`src/rtl/button_debounce.sv`:
```
// rtl/button_debounce.sv - pushbutton synchronizer, debouncer and press/release pulse generator
//
// Conditions a raw, bouncy, asynchronous pushbutton pin for use in the clk
// domain. The pin passes through a SYNC_STAGES flip-flop chain and is
// normalized so that 1 means pressed. A stability counter then accepts a
// level change only after it has held for DEBOUNCE_CYCLES consecutive cycles.
//
// Ports:
//   clk           in   system clock
//   rst           in   asynchronous, active-high reset
//   btn_raw       in   raw button pin, asynchronous to clk and bouncy
//   btn_state     out  debounced level, 1 = pressed (polarity normalized)
//   press         out  one-cycle pulse when btn_state goes 0->1
//   release_pulse out  one-cycle pulse when btn_state goes 1->0

module button_debounce #(
  parameter int SYNC_STAGES     = 2,
  parameter int DEBOUNCE_CYCLES = 120000,
  parameter bit ACTIVE_LOW      = 1'b1
) (
  input  logic clk,
  input  logic rst,
  input  logic btn_raw,
  output logic btn_state,
  output logic press,
  output logic release_pulse
);

  localparam int            CW       = $clog2(DEBOUNCE_CYCLES);
  localparam logic [CW-1:0] TERM     = CW'(DEBOUNCE_CYCLES - 1);
  localparam logic [CW-1:0] CNT_ONE  = CW'(1);
  // Inactive pin level: an active-low button idles high.
  localparam logic          INACTIVE = ACTIVE_LOW;

  typedef enum logic [1:0] {
    UP,
    DOWN_PEND,
    DOWN,
    UP_PEND
  } state_t;

  logic [SYNC_STAGES-1:0] sync_q;
  logic                   s;
  state_t                 state;
  logic [CW-1:0]          cnt;

  // Synchronizer: only sync_q[0] samples the asynchronous pin.
  always_ff @(posedge clk or posedge rst) begin
    if (rst) begin
      sync_q <= {SYNC_STAGES{INACTIVE}};
    end else begin
      sync_q <= {sync_q[SYNC_STAGES-2:0], btn_raw};
    end
  end

  // Normalized, synchronized button: 1 = pressed regardless of pin polarity.
  assign s = sync_q[SYNC_STAGES-1] ^ ACTIVE_LOW;

  // Debounce FSM. Entering a pending state counts the first stable cycle, so
  // reaching TERM means DEBOUNCE_CYCLES consecutive stable samples. Any
  // disagreeing sample while pending drops back and restarts qualification.
  always_ff @(posedge clk or posedge rst) begin
    if (rst) begin
      state         <= UP;
      cnt           <= '0;
      btn_state     <= 1'b0;
      press         <= 1'b0;
      release_pulse <= 1'b0;
    end else begin
      press         <= 1'b0;
      release_pulse <= 1'b0;
      case (state)
        UP: begin
          if (s) begin
            state <= DOWN_PEND;
            cnt   <= CNT_ONE;
          end
        end
        DOWN_PEND: begin
          if (!s) begin
            state <= UP;
            cnt   <= '0;
          end else if (cnt == TERM) begin
            state     <= DOWN;
            cnt       <= '0;
            btn_state <= 1'b1;
            press     <= 1'b1;
          end else begin
            cnt <= cnt + CNT_ONE;
          end
        end
        DOWN: begin
          if (!s) begin
            state <= UP_PEND;
            cnt   <= CNT_ONE;
          end
        end
        UP_PEND: begin
          if (s) begin
            state <= DOWN;
            cnt   <= '0;
          end else if (cnt == TERM) begin
            state         <= UP;
            cnt           <= '0;
            btn_state     <= 1'b0;
            release_pulse <= 1'b1;
          end else begin
            cnt <= cnt + CNT_ONE;
          end
        end
        default: begin
          state     <= UP;
          cnt       <= '0;
          btn_state <= 1'b0;
        end
      endcase
    end
  end

endmodule
```
`config.mk`:
```
export PLATFORM = sky130hd
export DESIGN_NAME = button_debounce
export DESIGN_NICKNAME = d
export VERILOG_FILES = /design/src/rtl/button_debounce.sv
export SDC_FILE = /design/constraint.sdc
export NUM_CORES = 1
export LEC_CHECK = 0
export CAP_MARGIN = 15
export CORE_ASPECT_RATIO = 0.9
export CORE_UTILIZATION = 52
export CTS_BUF_LIST = sky130_fd_sc_hd__clkbuf_2
export CTS_CLUSTER_DIAMETER = 60
export DETAILED_ROUTE_END_ITERATION = 12
export PLACE_DENSITY = 0.73
export SYNTH_ARGS = -nofsm -noshare
export SYNTH_HDL_FRONTEND = slang
export SYNTH_SLANG_ARGS = --single-unit
```
`constraint.sdc`:
```
create_clock -name clk -period 4.02 [get_ports clk]
set_input_delay 1.005 -clock clk [delete_from_list [all_inputs] [get_ports clk]]
set_output_delay 1.005 -clock clk [all_outputs]
set_load 0.005 [all_outputs]
```
==> results.md, run 1 <==
* Most frequent cells in the layout: dfrtp_1, nand3_1, nand2_1
* CP max stage delay at 500 ps
* CP max FO at 3
* Worst Path Required at roughly 3000 ps
* Final Max Slew Viols at 0
* First-pass GRT wire length at 3960 µm
* FF+latch area at approximately 600 µm²
* Commonest non-fill, non-tap cell in the layout: dfrtp_1
* Syn Inst Count at 132
* Non-Filler Instances at 162
* Multi-input gate area at 577 µm²
* Min-Delay Path Class: flip-flop to flip-flop
* P per Cell Area at 444 nW/µm²
* CTS sink count at 24
* # Max-Cap Violations at 0
* CP bufs+invs at 1
* Most area-consuming cells after synthesis: dfrtp_1, nand3_1, a31oi_1, dfstp_2, a21oi_1
* Slew @ Worst Pin at ~900 ps
* CTS resizes at 0
* CTS HTree Levels at 1
* Synthesis Warnings at 0
* Fin Setup TNS at 0 ps
* Critical Path Source Type: flip-flop
* Ys async rst share at 1.00
* Chip width at 53.4 µm
* Vias per inst at 6.29
* Num ports at 6
* DR iter-0 viols at 24
* Pre-Repair DR Iteration Count at 4
* Final hold vios at 0
* Ant diodes at 0
* Die H at 48.3 µm
* TritonCTS buffer count at 3
* Site row count at 16
* Final period util at 0.556
* Cell family with most CP delay: buffers and inverters
* Drt drc at 0
* Gr usage total at 0.216
* Outcome: completed
* Syn_area_per_cell at 9.37 µm²
* Placed cell count at between 150 and 200
* Slew HR at 0.393
* Die Area at roughly 2600 µm²
* Fill cells at 211
* Seq/Total Area, Yosys at 0.487
* Synthesized net count at around 140
* Clock root buffer: clkbuf_2
* Area leader, netlist: dfrtp_1
* HPWL Detailed at 1640 µm
* Crit path DAT at 1230 ps
* Crit-path cells: clkdlybuf4s50_1
* RSZ-0062 raised after global routing: no
* Starting Density at 0.562
* Number of port buffers at 5
* Final worst slack at 1790 ps
* Drt total wl at 2360 µm
* Core box area at ~2200 µm²
* Routed len/inst at ~15 µm
* Area Growth Syn to Fin at 5.76%
* Initial antenna violation count at 0
* Post-route ant nets at 0
* Tmin final at approximately 2200 ps
* Synth unique cells at 33
* Post-synth EDFFs at 0
* CTS tree: built
* Pin count of the biggest net entering global routing at 25
* Clock Pin Slew Worst Setup and Hold Paths at 200 ps
* GPL Wtd Cong at 0.827
* Crit Path Class: flip-flop to primary output
* GRT overflow at 0
* Ratio of cells with drive above 1 in the final layout at 0.0963
* Register bit total from synthesis at 24
* Static Leak at 0.532 nW
* Hold buffers post-CTS at 0
* Slowest CP cell: clkdlybuf4s50_1
* Nets at 140
* Clk buf depth at 2
* Area of the mapped netlist at 1240 µm²
* Clk_lat worst skew at 330 ps
* Total number of vias at between 1000 and 1500
* Final setup viols at 0
* # Post-CTS Setup Buffers at 0
* Fmax at approximately 450 MHz
* Crit end category: primary output
* Max VDD drop at 0.000339 V
* DP Worst Slack at 1880 ps
* Most common flop cell mapped by yosys: dfrtp_1
* Synth top area share at 0.445
* Vias in the first global route at 842
* Final Skew at 12.7 ps
path summary, 6_finish.rpt:
kind                       startpoint        end  slack [ps]  cells past startpoint
setup / recovery            btn_state  btn_state        1790                      1
hold / removal              sync_q[0]  sync_q[1]         370                      0
setup reg to reg               cnt[0]     cnt[5]        1900                      6
hold reg to reg             sync_q[0]  sync_q[1]         370                      0
max in group asynchronous         rst     cnt[2]        2330                      2
min in group asynchronous         rst    cnt[15]        1140                      2
power breakdown:
part	internal, W	total, W	switching, W	leakage (nW)
clock network	0.0000216	0.0000912	0.0000695	0.0140
logic	0.0000590	0.000188	0.000129	0.198
registers	0.000266	0.000303	0.0000371	0.320
total	0.000346	0.000582	0.000235	0.532
kinds of logic after synthesis:
| group | synth area share |
|---|---|
| AND/OR/NAND/NOR | 0.278 |
| AO/OA/AOI/OAI | 0.158 |
| flip-flops | 0.487 |
| buffers and inverters | 0.0465 |
| XOR/XNOR | 0.0202 |
| adder cells (fa/ha/maj) | 0.0101 |
through the flow:
stage / hold slack (ps) / util / total power [W] / cell area (µm²)
3_3_place_gp: 346 / 0.586 / 0.000487 / 1290
2_1_floorplan: 345 / - / 0.000462 / 1240
4_1_cts: 373 / 0.594 / 0.000585 / 1310
5_1_grt: 385 / 0.594 / 0.000620 / 1310
3_5_place_dp: 348 / 0.586 / 0.000494 / 1290
6_report: 372 / 0.594 / 0.000582 / 1310
routing by layer:
metal  GRT usage  vias up  wire, µm  part of all wire
li1            -      489         -                 -
met1       0.306      505      1150              0.49
met2       0.330       25      1100              0.47
met3      0.0343        0       106             0.045
met4      0.0895        0         0                 0
met5           0        -         0                 0
cell usage after synthesis (2+ instances only):
library cell and n:
nor3_1 4, nand4_1 5, dfrtp_1 22, nand3_1 17, o21ai_0 3, or3_1 6, inv_1 7, a21oi_1 10
buf_2 4, a41oi_1 2, a31oi_1 9, dfstp_2 2, nor2_1 4, nand4bb_1 2, o21ai_1 6, or2_2 2
nand2_1 11
area by class of cell:
type | count | share of cell area
clock buffer | 3 | 0.0115
clock inverter | 1 | 0.00287
inverter | 7 | 0.0201
multi-input combinational | 95 | 0.441
sequential | 24 | 0.461
tap | 27 | 0.0258
timing repair buffer | 5 | 0.0382
state kept, by name, summed over array words and instances (netlist names), named ones only:
name           cells
state              1
cnt               17
release_pulse      1
btn_state          1
press              1
sync_q             2
No activity file was read; power rests on OpenSTA's default activity.
==> run 2: changes to the inputs <==
Settings changed: PLACE_DENSITY 0.73 to 0.76.
Clock period 4.02 ns to 2 ns, I/O delays scaled along.
==> results.md, run 2 (synthesis results as in run 1) <==
* Hold buffers post-CTS at 0
* Number of port buffers at 5
* GR Layer Usage met1 at 0.270
* Final Max Slew Viols at 0
* Final Skew at 18.1 ps
* Clk buf depth at 2
* Clock Pin Slew Worst Setup and Hold Paths at around 190 ps
* Nets at 147
* Crit path DAT at 2070 ps
* Slowest CP cell: dfrtp_1
* CTS HTree Levels at 1
* Fill cells at 195
* WHS Endpoint: sync_q[1]
* Area Growth Syn to Fin at 10.7%
* Total number of vias at 1043
* Starting Density at 0.562
* Gr usage total at 0.220
* Reg2reg setup slack at around 160 ps
* Switch Pwr at 0.000487 W
* Chip width at around 53 µm
* Tmin final at 1840 ps
* Worst Path Required at about 2200 ps
* DR iter-0 viols at 16
* Static Leak at between 0.5 and 0.6 nW
* Site row count at 16
* First-pass GRT wire length at 3870 µm
* CP max FO at 22
* Pre-Repair DR Iteration Count at 4
* Most frequent cells in the layout: dfrtp_1, nand3_1, nand2_1
* Crit-path cells: ha_1, nand4_1, nor4_4, nor2_2, buf_4, a21oi_1, a31oi_1
* Fin util at 0.622
* Ant diodes at 0
* CTS sink count at 24
* Launch point of the worst hold path: sync_q[0]
* # Max-Cap Violations at 0
* Final hold vios at 0
* Crit Path Class: flip-flop to flip-flop
* Critical Path Source Type: flip-flop
* Slew HR at 0.775
* Design area at 1370 µm²
* Routed len/inst at 15.3 µm
* Clk_lat worst skew at 340 ps
* Final period util at 0.922
* GPL Wtd Cong at 0.830
* Die Area at 2580 µm²
* Clock root buffer: clkbuf_2
* Switching part of the total power at 0.387
* Clk pwr share at 0.150
* Core box area at around 2200 µm²
* Number of flip-flops in the largest register at 17
* Drt drc at 0
* Vias per inst at 6.17
* Initial antenna violation count at 0
* Min-Delay Path Class: flip-flop to flip-flop
* CTS tree: built
* Drt total wl at 2590 µm
* Final setup viols at 0
* Global routing usage on met3 at 0.0748
* Fin Setup TNS at 0 ps
* Slew @ Worst Pin at approximately 340 ps
* R2R Path End: cnt[2]
* Die H at ~48 µm
* Worst r2r path cells at 7
* Busiest grt layer: met2
* Worst R2R Start: cnt[1]
* GRT overflow at 0
* Cell Int Power at 0.000771 W
* Ratio of cells with drive above 1 in the final layout at 0.162
* Logic gate share of total power at 0.367
* Cell family with most CP delay: simple AND/OR/NAND/NOR gates
* Fmax at approximately 540 MHz
* RSZ-0062 raised after global routing: no
* Num ports at 6
* Max VDD drop at 0.000840 V
* Crit end category: flip-flop
* Pin count of the biggest net entering global routing at 25
* Outcome: completed
* CP bufs+invs at 1
* Post-DP Area at between 1000 and 1500 µm²
* Grt met2 use at 0.365
* TritonCTS buffer count at 3
* HPWL Detailed at approximately 1800 µm
* Commonest non-fill, non-tap cell in the layout: dfrtp_1
* Biggest regs: cnt: 17 flops, sync_q: 2 flops
* CP max stage delay at 440 ps
* Post-route ant nets at 0
* Crit. Startpoint: cnt[1]
* P per Cell Area at 918 nW/µm²
* Hold Crit Depth at 0
* Seq pwr share at 0.483
* Vias in the first global route at 894
* Biggest register: cnt
## run 2: cell count changes in the layout (fill, tap and decap cells not counted), sizes merged
cell    before  now
clkinv       1    0
clkbuf       3    4
buf          0    7
## run 2: power groups by stage
stage	clock, W	sequential (W)	combinational, W
6_report	0.000188	0.000607	0.000462
5_1_grt	0.000221	0.000616	0.000522
4_1_cts	0.000203	0.000607	0.000426
3_5_place_dp	0	0.000615	0.000425
3_3_place_gp	0	0.000611	0.000411
2_1_floorplan	0	0.000582	0.000347
## run 2: cell type report
type                            instances  area [µm²]  share of cell area
Clock buffer                            4        20.0              0.0146
Inverter                                7        26.3              0.0192
Multi-Input combinational cell         95         584               0.426
Sequential cell                        24         603               0.440
Tap cell                               27        33.8              0.0247
Timing Repair Buffer                   12         103              0.0749
## run 2: how the worst max path moves through the flow
stage	slack, ps	cells past startpoint	end
detailed placement	60	6	cnt[16]
CTS	30	6	flip-flop
finish	160	7	cnt[2]
floorplan	310	7	cnt[10]
global placement	170	6	cnt[15]
global route	6	7	cnt[2]
## run 2: metrics by stage
step,cells,hold WS [ps],power [W],setup slack (ps)
3_5_place_dp,162,349,0.00104,59.5
4_1_cts,166,374,0.00124,28.5
6_report,169,371,0.00126,157
3_3_place_gp,162,347,0.00102,173
5_1_grt,169,381,0.00136,6.05
2_1_floorplan,132,345,0.000930,307
## run 2: metal layers
metal | vias up | wire (µm)
met5 | - | 0
met4 | 0 | 40
met3 | 6 | 85
met2 | 16 | 1300
met1 | 513 | 1170
li1 | 508 | -
## run 2: timing repair
item	in CTS	in global routing
resized for setup	0	2
setup buffers	0	3
endpoints found under the setup margin	0	16
